===== config.mk =====
export PLATFORM = sky130hd
export DESIGN_NAME = bcd_counter_display_mux
export DESIGN_NICKNAME = d
export VERILOG_FILES = /design/src/rtl/bcd_counter_display_mux.sv
export SDC_FILE = /design/constraint.sdc
export NUM_CORES = 1
export LEC_CHECK = 0
export CORE_ASPECT_RATIO = 2
export CORE_MARGIN = 4
export CORE_UTILIZATION = 54
export CTS_BUF_LIST = sky130_fd_sc_hd__clkbuf_4
export CTS_CLUSTER_SIZE = 12
export DETAILED_ROUTE_END_ITERATION = 7
export GPL_ROUTABILITY_DRIVEN = 0
export GPL_TIMING_DRIVEN = 0
export PLACE_DENSITY = 0.77
export SYNTH_ARGS = -nofsm -noshare
export SYNTH_HDL_FRONTEND = slang
export SYNTH_SLANG_ARGS = --single-unit

===== constraint.sdc =====
create_clock -name clk -period 2.5 [get_ports clk]
set_clock_uncertainty 0.05 [all_clocks]
set_input_delay 0.5 -clock clk [delete_from_list [all_inputs] [get_ports clk]]
set_output_delay 0.5 -clock clk [all_outputs]
set_load 0.005 [all_outputs]

===== src/rtl/bcd_counter_display_mux.sv =====
// N-digit BCD up/down counter with prescaled stepping and a time-multiplexed
// 7-segment driver: one registered segment bus scanned across N_DIGITS digits.
module bcd_counter_display_mux #(
   parameter int N_DIGITS       = 4,
   parameter int TICK_DIV       = 50_000_000,
   parameter int SCAN_DIV       = 50_000,
   parameter bit SEG_ACTIVE_LOW = 1'b1
) (
   input  logic                  clk,
   input  logic                  rst,
   input  logic                  en,
   input  logic                  up_down,
   input  logic                  clear,
   input  logic                  load,
   input  logic [4*N_DIGITS-1:0] load_value,
   output logic [4*N_DIGITS-1:0] count_bcd,
   output logic                  wrap_pulse,
   output logic [N_DIGITS-1:0]   digit_sel,
   output logic [6:0]            seven_segment_out
);

   localparam int PW = $clog2(TICK_DIV);
   localparam int SW = $clog2(SCAN_DIV);
   localparam int IW = (N_DIGITS > 1) ? $clog2(N_DIGITS) : 1;

   localparam logic [PW-1:0] PRE_MAX  = PW'(TICK_DIV - 1);
   localparam logic [SW-1:0] SCAN_MAX = SW'(SCAN_DIV - 1);
   localparam logic [IW-1:0] IDX_MAX  = IW'(N_DIGITS - 1);
   localparam logic [6:0]    SEG_OFF  = SEG_ACTIVE_LOW ? 7'h7F : 7'h00;

   typedef logic [N_DIGITS-1:0][3:0] bcd_t;

   logic [PW-1:0]       pre_q;
   logic [SW-1:0]       scan_q;
   logic [IW-1:0]       idx_q;
   bcd_t                count_q;
   bcd_t                step_d;
   bcd_t                load_d;
   logic                carry;
   logic                tick;
   logic                wrap_q;
   logic [N_DIGITS-1:0] sel_q;
   logic [6:0]          seg_q;

   function automatic logic [6:0] decode(input logic [3:0] d);
      logic [6:0] p;
      case (d)
         4'd0:    p = 7'b0111111;
         4'd1:    p = 7'b0000110;
         4'd2:    p = 7'b1011011;
         4'd3:    p = 7'b1001111;
         4'd4:    p = 7'b1100110;
         4'd5:    p = 7'b1101101;
         4'd6:    p = 7'b1111101;
         4'd7:    p = 7'b0000111;
         4'd8:    p = 7'b1111111;
         4'd9:    p = 7'b1101111;
         default: p = 7'b0000000;
      endcase
      return SEG_ACTIVE_LOW ? ~p : p;
   endfunction

   assign tick = en && (pre_q == PRE_MAX);

   // Ripple a carry (up) or borrow (down) from digit0; carry surviving past the
   // top digit means the whole count wrapped.
   // NOTE: every always_comb output is given a default first so no path leaves
   // it unassigned, which would otherwise infer a latch.
   always_comb begin
      step_d = count_q;
      carry  = 1'b1;
      for (int i = 0; i < N_DIGITS; i++) begin
         if (carry) begin
            if (up_down) begin
               if (count_q[i] == 4'd9) begin
                  step_d[i] = 4'd0;
               end else begin
                  step_d[i] = count_q[i] + 4'd1;
                  carry     = 1'b0;
               end
            end else begin
               if (count_q[i] == 4'd0) begin
                  step_d[i] = 4'd9;
               end else begin
                  step_d[i] = count_q[i] - 4'd1;
                  carry     = 1'b0;
               end
            end
         end
      end
   end

   always_comb begin
      load_d = '0;
      for (int i = 0; i < N_DIGITS; i++) begin
         load_d[i] = (load_value[4*i +: 4] > 4'd9) ? 4'd0 : load_value[4*i +: 4];
      end
   end

   // NOTE: state registers use non-blocking assignments so every flop samples
   // pre-edge values regardless of block ordering.
   always_ff @(posedge clk or negedge rst) begin
      if (!rst) begin
         count_q <= '0;
         pre_q   <= '0;
         wrap_q  <= 1'b0;
      end else if (clear) begin
         count_q <= '0;
         pre_q   <= '0;
         wrap_q  <= 1'b0;
      end else if (load) begin
         count_q <= load_d;
         pre_q   <= '0;
         wrap_q  <= 1'b0;
      end else begin
         wrap_q <= tick && carry;
         if (tick) begin
            count_q <= step_d;
            pre_q   <= '0;
         end else if (en) begin
            pre_q <= pre_q + PW'(1);
         end
      end
   end

   // Scan timing is free-running: clear, load and en never disturb it.
   always_ff @(posedge clk or negedge rst) begin
      if (!rst) begin
         scan_q <= '0;
         idx_q  <= '0;
      end else if (scan_q == SCAN_MAX) begin
         scan_q <= '0;
         idx_q  <= (idx_q == IDX_MAX) ? '0 : idx_q + IW'(1);
      end else begin
         scan_q <= scan_q + SW'(1);
      end
   end

   // Select and pattern come from the same index on the same edge, so they never disagree.
   always_ff @(posedge clk or negedge rst) begin
      if (!rst) begin
         sel_q <= N_DIGITS'(1);
         seg_q <= SEG_OFF;
      end else begin
         sel_q <= N_DIGITS'(1) << idx_q;
         seg_q <= decode(count_q[idx_q]);
      end
   end

   assign count_bcd         = count_q;
   assign wrap_pulse        = wrap_q;
   assign digit_sel         = sel_q;
   assign seven_segment_out = seg_q;

endmodule

==> flow_metrics.env <==
export IMPL_status="completed"
export IMPL_grt_usage_pct=25.1
export IMPL_core_area_sq_um=8590
export IMPL_synth_cell_type_count=69
export IMPL_critPathSlowestCell="dfrtp_1"
export IMPL_drv_cap=0
export IMPL_grt_pass1_vias=4405
export IMPL_totalWireLength_um=12400
export IMPL_vias=4345
export IMPL_worst_setup_path_end_kind="flop"
export IMPL_yosysMostFrequentCell="dfrtp_1"
export IMPL_start_util_pct=55.0
export IMPL_clkSinkCount=72
export IMPL_hold_violations=0
export IMPL_ys_seq_elements=72
export IMPL_grt_pass1_wl_um=20300
export IMPL_htreeDepth=3
export IMPL_cts_made_buffers=9
export IMPL_gr_usage_met3_pct=4.81
export IMPL_met1_usage_pct=26.7
export IMPL_drtPass1Iterations=5
export IMPL_final_setup_viol_count=0
export IMPL_cts_root_buf="clkbuf_4"
export IMPL_die_h_um=140
export IMPL_antenna_found_initial=1
export IMPL_synth_net_count=565
export IMPL_tightestPinTransition_ns=0.906
export IMPL_drc=0
export IMPL_drive_gt1_share_pct=10.5
export IMPL_wl_per_cell_um=18.1
export IMPL_hold_ws_ns=0.0868
export IMPL_fin_ws_ns=0.135
export IMPL_grt_max_degree=73
export IMPL_clkTransAtPathRegs_ns=0.14
export IMPL_critPathArrivalTime_ns=2.68
export IMPL_postSynthAreaPerCell_sq_um=9.16
export IMPL_ios=50
export IMPL_p_leak_nw=2.30
export IMPL_multi_input_area_sq_um=2730
export IMPL_fmax_mhz=423
export IMPL_critical_path_class="flop to flop"
export IMPL_post_drt_via_cell_ratio=6.36
export IMPL_clkLatencyLatePin_ns=0.47
export IMPL_synth_warnings=0
export IMPL_rows=48
export IMPL_seqCellArea_sq_um=1810
export IMPL_synth_cells=516
export IMPL_max_stage_delay_ns=0.46
export IMPL_fin_crit_sh_pct=94.6
export IMPL_fillers=742
export IMPL_postRouteAntennaNets=0
export IMPL_dominantRegCellSynth="dfrtp_1"
export IMPL_grt_use_met2_pct=43.3
export IMPL_grt_overflow=0
export IMPL_port_buffers=48
export IMPL_powerDensity_nw_per_um2=479
export IMPL_die_area_sq_um=10400
export IMPL_cts_tree="done"
export IMPL_ir_worst_vdd_v=0.000339
export IMPL_top_usage_layer="met2"
export IMPL_synth_area_leaders="dfrtp_1 (34%), ha_1 (7.1%), dfstp_2 (4.4%), nor2_1 (3.9%), nand2_1 (3.8%)"
export IMPL_rsz0062_at_grt="no"
export IMPL_netlist_area_leader_share_pct=33.9
export IMPL_place_hpwl_um=9250
export IMPL_cts_max_path_buffers=2
export IMPL_ys_top_cells_by_count="dfrtp_1 (64), nor2_1 (49), nand2_1 (48), ha_1 (27), o21ai_0 (24)"
export IMPL_worstHoldPathType="input pin to asynchronous set/reset pin"
export IMPL_slew_viol_final=0
export IMPL_synth_edf_count=0
export IMPL_worstPathRequired_ns=2.82
export IMPL_drt_iter0_drc=218
export IMPL_critPathLaunchType="flop"
export IMPL_slew_headroom_pct=39.6
export IMPL_areaGrowthSynthToFinish_pct=16.8
export IMPL_nets=626
export IMPL_worstPathCellList="inv_1 > ha_1 > nor4b_4 > a31oi_1 > nor4_4 > a21o_4 > mux2_1"
export IMPL_pre_cts_slack_ns=-0.347
export IMPL_period_needed_ns=2.36
export IMPL_crit_path_max_fanout=6
export IMPL_cts_hold_buf=0
export IMPL_ys_seq_area_share_pct=38.3
export IMPL_yosysTopAreaCell="dfrtp_1"
export IMPL_async_flop_share_pct=100
export IMPL_die_x_um=74.2
export IMPL_synth_area_sq_um=4730
## metal layers
metal,up-vias,share of wire (%)
li1,2005,-
met1,2097,36
met2,186,53
met3,57,5.2
met4,0,6.2
met5,-,0
## area by class of cell
class	instances	share of cell area [%]
Clock buffer	9	1.22
Sequential cell	72	32.8
Tap cell	100	2.27
Antenna cell	1	0.0453
Inverter	24	1.63
Multi-Input combinational cell	397	49.5
Timing Repair Buffer	50	8.93
Clock inverter	7	1.72
Buffer	23	1.88
## cells by family (layout without fill, tap and decap cells)
group	count (synthesis)	count (layout)	share of synthesized area, %
muxes	16	16	4.58
other	0	1	0
buffers and inverters	47	113	4.08
AOI/OAI and AO/OA	107	107	15.1
adders and majority gates	27	27	7.15
and+or+nand+nor	217	217	25.2
xor gates and xnor gates	30	30	5.56
DFF	72	72	38.3
## power breakdown
| group | switching (W) | internal (W) | total, W |
|---|---|---|---|
| registers | 0.0000517 | 0.00122 | 0.00127 |
| logic | 0.000267 | 0.000231 | 0.000499 |
| clock network | 0.000465 | 0.000407 | 0.000872 |
| total | 0.000784 | 0.00186 | 0.00264 |
## cells in the final DEF, fill, tap and decap left out, types with 9 or more instances in the layout
cell,instances
o21ai_0,24
nand3_1,20
a21oi_1,20
dfrtp_1,63
ha_1,27
clkbuf_1,14
inv_1,23
clkbuf_4,9
and3_1,9
nand2_1,48
a31oi_1,11
nor3_1,19
nand4_1,17
nor2_1,49
clkdlybuf4s50_1,47
xnor2_1,15
xor2_1,15
## path summary, 6_finish.rpt
| check | from | end | slack [ns] | depth (start not counted) |
|---|---|---|---|---|
| min reg2reg | pre_q[25]$_DFFE_PN0P_ | pre_q[25]$_DFFE_PN0P_ | 0.44 | 1 |
| min in group clk | pre_q[25]$_DFFE_PN0P_ | pre_q[25]$_DFFE_PN0P_ | 0.44 | 1 |
| max | count_bcd[1]$_DFFE_PN0P_ | count_bcd[15]$_DFFE_PN0P_ | 0.14 | 7 |
| max reg2reg | count_bcd[1]$_DFFE_PN0P_ | count_bcd[15]$_DFFE_PN0P_ | 0.14 | 7 |
| min | rst | count_bcd[12]$_DFFE_PN0P_ | 0.09 | 1 |
| max in group asynchronous | rst | count_bcd[0]$_DFFE_PN0P_ | 1.63 | 1 |
## state kept, by name (all words and copies together), names as in the netlist
name               cells
count_bcd             16
wrap_pulse             1
scan_q                16
idx_q                  2
pre_q                 26
digit_sel              4
seven_segment_out      7
## worst max-delay path: cells and delay by family, from the launching register on
kind / cells / cell delay [ns]
adder cells (fa/ha/maj): 1 / 0.26
AND/OR/NAND/NOR: 2 / 0.65
AO/OA/AOI/OAI: 2 / 0.36
flip-flops: 1 / 0.46
buffers and inverters: 1 / 0.19
multiplexers: 1 / 0.32
## metrics by stage
stage                     setup TNS [ns]  utilization, %  cells  instance area (sq um)  power, W
after floorplan                        0               -    516                   4730   0.00155
after global placement           -108.00            62.1    664                   5330   0.00177
after detailed placement           -5.68            62.0    664                   5330   0.00178
after CTS                              0            64.1    682                   5510   0.00265
after global routing                   0            64.3    683                   5520   0.00275
final                                  0            64.3    683                   5520   0.00264
## repair_timing
item	in CTS	in global routing
pin swaps	1	0
gates resized for setup	0	4
setup endpoints to repair	2	6
setup buffers	2	0
Power figures use the tool's default switching activity.
